--- src/rtl/pc_fetch_stage.sv ---
// pc_fetch_stage
//   Instruction-fetch stage fed by branch_calculator. Holds the program
//   counter, drives the instruction-memory address and registers the fetched
//   instruction into the IF/ID pipeline register. Handles next-PC selection
//   (jump > branch_taken > latched redirect > pc+4), stall hold, wrong-path
//   flush, and latching of redirects that resolve while the pipeline is
//   stalled.
//
//   Optional macro PC_REDIRECT_CNT_EN: when defined, redirect_count is a
//   saturating counter of applied redirects. When undefined, no counter
//   register exists and redirect_count is tied to zero.
//
// Ports
//   clk, rst          rising-edge clock, synchronous active-high reset
//   stall             hold PC and IF/ID this cycle
//   branch_taken, bta branch redirect and its target
//   jump, jump_target jump redirect and its target
//   imem_instr        combinational instruction-memory data at pc
//   pc, pc_plus_4     current fetch address and its successor
//   ifid_instr, ifid_pc_plus_4, ifid_valid   IF/ID pipeline register
//   redirect_pending  a redirect is latched awaiting stall release
//   misalign_err      sticky flag: a selected target had bits[1:0] != 0
//   redirect_count    applied-redirect count (zero when feature disabled)
module pc_fetch_stage #(
  parameter logic [31:0] RESET_PC = 32'h0000_0000,
  parameter int          CNT_W    = 32
) (
  input  logic             clk,
  input  logic             rst,
  input  logic             stall,
  input  logic             branch_taken,
  input  logic [31:0]      bta,
  input  logic             jump,
  input  logic [31:0]      jump_target,
  input  logic [31:0]      imem_instr,
  output logic [31:0]      pc,
  output logic [31:0]      pc_plus_4,
  output logic [31:0]      ifid_instr,
  output logic [31:0]      ifid_pc_plus_4,
  output logic             ifid_valid,
  output logic             redirect_pending,
  output logic             misalign_err,
  output logic [CNT_W-1:0] redirect_count
);

  localparam int DATA_W = 32;

  typedef enum logic {
    IDLE    = 1'b0,
    PENDING = 1'b1
  } state_t;

  state_t              state_p0;
  state_t              state_nxt;
  logic [DATA_W-1:0]   pc_p0;
  logic [DATA_W-1:0]   pend_target_p0;
  logic                misalign_p0;
  logic [DATA_W-1:0]   ifid_instr_p1;
  logic [DATA_W-1:0]   ifid_pc_plus_4_p1;
  logic                vld_p1;

  logic                fresh_redirect;
  logic                redirect_apply;
  logic [DATA_W-1:0]   raw_target;
  logic [DATA_W-1:0]   clean_target;
  logic [DATA_W-1:0]   next_pc;

  function automatic logic [DATA_W-1:0] sanitize_target(input logic [DATA_W-1:0] t);
    return {t[DATA_W-1:2], 2'b00};
  endfunction

  function automatic logic is_misaligned(input logic [DATA_W-1:0] t);
    return |t[1:0];
  endfunction

  // ---- Stage p0: next-PC selection ----
  always_comb begin
    fresh_redirect = jump | branch_taken;
    raw_target     = jump ? jump_target : bta;
    clean_target   = sanitize_target(raw_target);
    redirect_apply = !stall && (fresh_redirect || (state_p0 == PENDING));
    next_pc        = pc_p0 + 32'd4;
    if (fresh_redirect) begin
      next_pc = clean_target;
    end else if (state_p0 == PENDING) begin
      next_pc = pend_target_p0;
    end
  end

  // A stall with a fresh redirect latches it; any unstalled edge consumes or
  // discards the pending one (a fresh redirect on release takes priority).
  always_comb begin
    state_nxt = state_p0;
    if (!stall) begin
      state_nxt = IDLE;
    end else if (fresh_redirect) begin
      state_nxt = PENDING;
    end
  end

  always_ff @(posedge clk) begin
    if (rst) begin
      state_p0       <= IDLE;
      pend_target_p0 <= '0;
      pc_p0          <= RESET_PC;
      misalign_p0    <= 1'b0;
    end else begin
      state_p0 <= state_nxt;
      if (stall && fresh_redirect) begin
        pend_target_p0 <= clean_target;
      end
      if (!stall) begin
        pc_p0 <= next_pc;
      end
      if (fresh_redirect && is_misaligned(raw_target)) begin
        misalign_p0 <= 1'b1;
      end
    end
  end

  // ---- Stage p1: IF/ID register ----
  always_ff @(posedge clk) begin
    if (rst) begin
      ifid_instr_p1     <= '0;
      ifid_pc_plus_4_p1 <= '0;
      vld_p1            <= 1'b0;
    end else if (!stall) begin
      if (redirect_apply) begin
        ifid_instr_p1     <= '0;
        ifid_pc_plus_4_p1 <= '0;
        vld_p1            <= 1'b0;
      end else begin
        ifid_instr_p1     <= imem_instr;
        ifid_pc_plus_4_p1 <= pc_p0 + 32'd4;
        vld_p1            <= 1'b1;
      end
    end
  end

`ifdef PC_REDIRECT_CNT_EN
  logic [CNT_W-1:0] redirect_cnt_p0;

  always_ff @(posedge clk) begin
    if (rst) begin
      redirect_cnt_p0 <= '0;
    end else if (redirect_apply && (redirect_cnt_p0 != '1)) begin
      redirect_cnt_p0 <= redirect_cnt_p0 + 1'b1;
    end
  end

  assign redirect_count = redirect_cnt_p0;
`else
  assign redirect_count = '0;
`endif

  assign pc               = pc_p0;
  assign pc_plus_4        = pc_p0 + 32'd4;
  assign ifid_instr       = ifid_instr_p1;
  assign ifid_pc_plus_4   = ifid_pc_plus_4_p1;
  assign ifid_valid       = vld_p1;
  assign redirect_pending = (state_p0 == PENDING);
  assign misalign_err     = misalign_p0;

endmodule

--- config.mk ---
export PLATFORM = sky130hd
export DESIGN_NAME = pc_fetch_stage
export DESIGN_NICKNAME = d
export VERILOG_FILES = /design/src/rtl/pc_fetch_stage.sv
export SDC_FILE = /design/constraint.sdc
export NUM_CORES = 1
export LEC_CHECK = 0
export CORE_UTILIZATION = 39
export CTS_CLUSTER_SIZE = 8
export DETAILED_ROUTE_END_ITERATION = 6
export GPL_ROUTABILITY_DRIVEN = 0
export PLACE_DENSITY = 0.87
export SLEW_MARGIN = 15
export SYNTH_ARGS = -nofsm -noshare
export SYNTH_HDL_FRONTEND = slang
export SYNTH_SLANG_ARGS = --single-unit
--- constraint.sdc ---
create_clock -name clk -period 2.02 [get_ports clk]
set_input_delay 0.404 -clock clk [delete_from_list [all_inputs] [get_ports clk]]
set_output_delay 0.404 -clock clk [all_outputs]
set_load 0.02 [all_outputs]
==> key figures <==
Outcome
  • Status: finished, violations left
  • Failing checks: setup timing

Yosys
  • Mapped Cells: 734
  • Largest area contributor in the netlist: dfxtp_1
  • Commonest cells in the netlist: dfxtp_1, nand2_1, a21oi_1
  • Synth top area share: 39.8%
  • Top area cells in the synthesized netlist: dfxtp_1, a22o_1, a21oi_1, buf_4, nand2_1
  • Netlist cell types: 57
  • Synth Flop Type: dfxtp_1
  • EDFF count, synth: 0
  • Top-count cell post-synth: dfxtp_1
  • Synthesized flop and latch total: 126
  • Async S/R FF share, synth: 0%
  • Register area share after synthesis: 39.8%
  • Synth Area per Inst: 8.64 µm²
  • Post-Syn Area: 6340 µm²
  • Synth warn: 0

STA
  • Worst slew pin tran: 503 ps
  • Count of pins over their slew limit: 0
  • Slew HR: 66.5%
  • Final Hold Fails: 0
  • Min Tclk post-route: 2450 ps
  • RSZ-0062 raised after global routing: yes
  • Clk_skew: 10.1 ps
  • Final Cycle Share: 121%
  • Tightest hold margin: 310 ps
  • Fmax: 0.409 GHz
  • Final setup viols: 27
  • PnR worst setup slack: -427 ps

Clock network
  • CTS clk-pin slew, worst paths: 60 ps
  • CTS H-tree lvls: 4
  • Root Driver: clkbuf_16
  • Clock tree from TritonCTS: yes
  • TritonCTS Buffers: 17
  • Sinks on Clock Net: 126
  • CTS max path bufs: 2
  • Clock Latency Late Sink: 420 ps

Worst setup path
  • CP arrival: 2040 ps
  • R2R Path Start: pc[6]
  • Worst Path Required: 1620 ps
  • Worst reg-to-reg setup slack: -170 ps
  • R2R Path End: pc[29]
  • CP Capture Type: output pin
  • Startpoint Class: register
  • Worst r2r path cells: 9
  • Critical path fanouts, max: 6
  • Crit Path Class: register to output pin

Die
  • Initial Util: 39.9%
  • Core area: 15,900 µm²
  • Die Ht: 130 µm
  • Row Count: 46
  • Io pins: 264
  • Die W: 130 µm
  • Area of the die: 16,800 µm²

Global route
  • Largest net degree at the start of global routing: 45
  • Gr ovfl total: 0
  • Global-route wire length before repair: 34.9 mm
  • Antenna violations before repair: 1
  • Vias in the first global route: 6,652
  • All-Layer GR Usage: 27.1%

Drt
  • DR pass1 iterations: 5
  • DRC viols: 0
  • Vias per cell: 5.48
  • Initial DRC count: 511
  • Via Count: 7,008
  • Wire length per cell: 18.7 µm
  • Post-DRT Antenna Nets: 0
  • Final wirelength: 23.9 mm

Placement
  • DP HPWL: 16.0 mm
  • Dpl cell area: 9550 µm²
  • Port Buffers: 227

Final layout
  • Nets@finish: 1,151
  • Filler cells: 1,138
  • Register area: 2580 µm²
  • Multi-input gate area: 3860 µm²
  • Area delta synth->final: 68.8%
  • Layout cells sized above 1: 26.9%
  • Layout Utilization: 67.4%
  • Fin area: 10,700 µm²

Job
  • Max Cap Viol: 0

Power
  • IR drop worst, VDD: 611 µV
  • PD cells: 658 nW/µm²
  • Leak: 4.66 nW
  • Design Power: 0.00705 W

Hold path
  • HP Class: primary input to register
  • Min-Delay Endpoint: pc[30]
  • Hold Path Origin: rst
  • Hold Crit Depth: 2
==> registers in the layout, summed over array words and instances (netlist names) <==
signal            cells
ifid_valid            1
misalign_err          1
pc                   30
redirect_pending      1
ifid_pc_plus_4       31
ifid_instr           32
pend_target_p0       30
==> report_power, final <==
part	total (W)	internal [W]	switching, W	leakage [nW]
Clock	0.00296	0.00171	0.00125	0.271
Combinational	0.00142	0.000675	0.000746	3.35
Sequential	0.00267	0.00260	0.0000749	1.04
Total	0.00705	0.00498	0.00207	4.66
==> how the worst max path moves through the flow <==
stage	start	to	slack [ps]	cells after the start
final	pc[6]	pc_plus_4[24]	-430	7
after global routing	pc[6]	pc_plus_4[29]	-500	6
after CTS	pc[11]	pc_plus_4[29]	-390	6
after detailed placement	pc[6]	pc_plus_4[24]	-420	6
after global placement	pc[6]	pc_plus_4[24]	-400	6
after floorplan	pc[6]	pc_plus_4[31]	-50	4
==> placed cells by master, fill, tap and decap left out, types with 36 or more instances in the layout <==
cell / n
a21oi_1: 60
o21ai_0: 37
dfxtp_1: 103
buf_4: 132
nor2_1: 55
nand2_1: 58
conb_1: 36
a22o_1: 55
clkdlybuf4s50_1: 187
==> critical path, stage by stage, from the launching register on <==
cell     delay, ps
dfxtp_4        360
nand4_4        180
buf_4          200
nor4_4         150
buf_6          180
and3_4         220
xor2_4         180
buf_6          140
==> final cells by class <==
class | instances | area share [%]
antenna | 1 | 0.0234
clock buffer | 17 | 3.97
clock inverter | 15 | 1.30
inverter | 10 | 0.351
multi-input combinational | 532 | 36.0
sequential | 126 | 24.1
tap | 216 | 2.52
timing repair buffer | 362 | 31.7
==> through the flow <==
step                      worst slack [ps]  cells  TNS, ps
after floorplan                      -48.9    769    -53.9
after global placement                -396   1212    -7380
after detailed placement              -423   1212    -8390
after CTS                             -386   1260    -6860
after global routing                  -495   1279    -9800
final                                 -427   1279    -7650
==> cell families (layout without fill, tap and decap cells) <==
kind of cell,after synthesis,count (layout),share of synthesized area (%)
AO/OA/AOI/OAI,234,234,25.5
AND/OR/NAND/NOR,210,210,17.8
flip-flops,126,126,39.8
buffers and inverters,111,404,8.98
XOR/XNOR,28,28,3.99
multiplexers,23,23,3.65
adder cells (fa/ha/maj),1,1,0.197
other,1,37,0.0591
==> metal layers <==
metal	global-route usage, %	part of all wire, %	vias to the layer above
met1	31.6	38	3376
met4	12.7	3.7	0
li1	-	-	3227
met2	46.7	51	339
met5	0	0	-
met3	6.81	6.9	66
==> what timing repair did <==
action,in CTS,in global routing
pin swaps,38,17
hold buffers,0,0
hold endpoints to repair,0,0
setup endpoints to repair,31,32
setup buffers,16,19
gates resized for setup,197,30
Note: power is estimated with default switching activity, not from simulation.
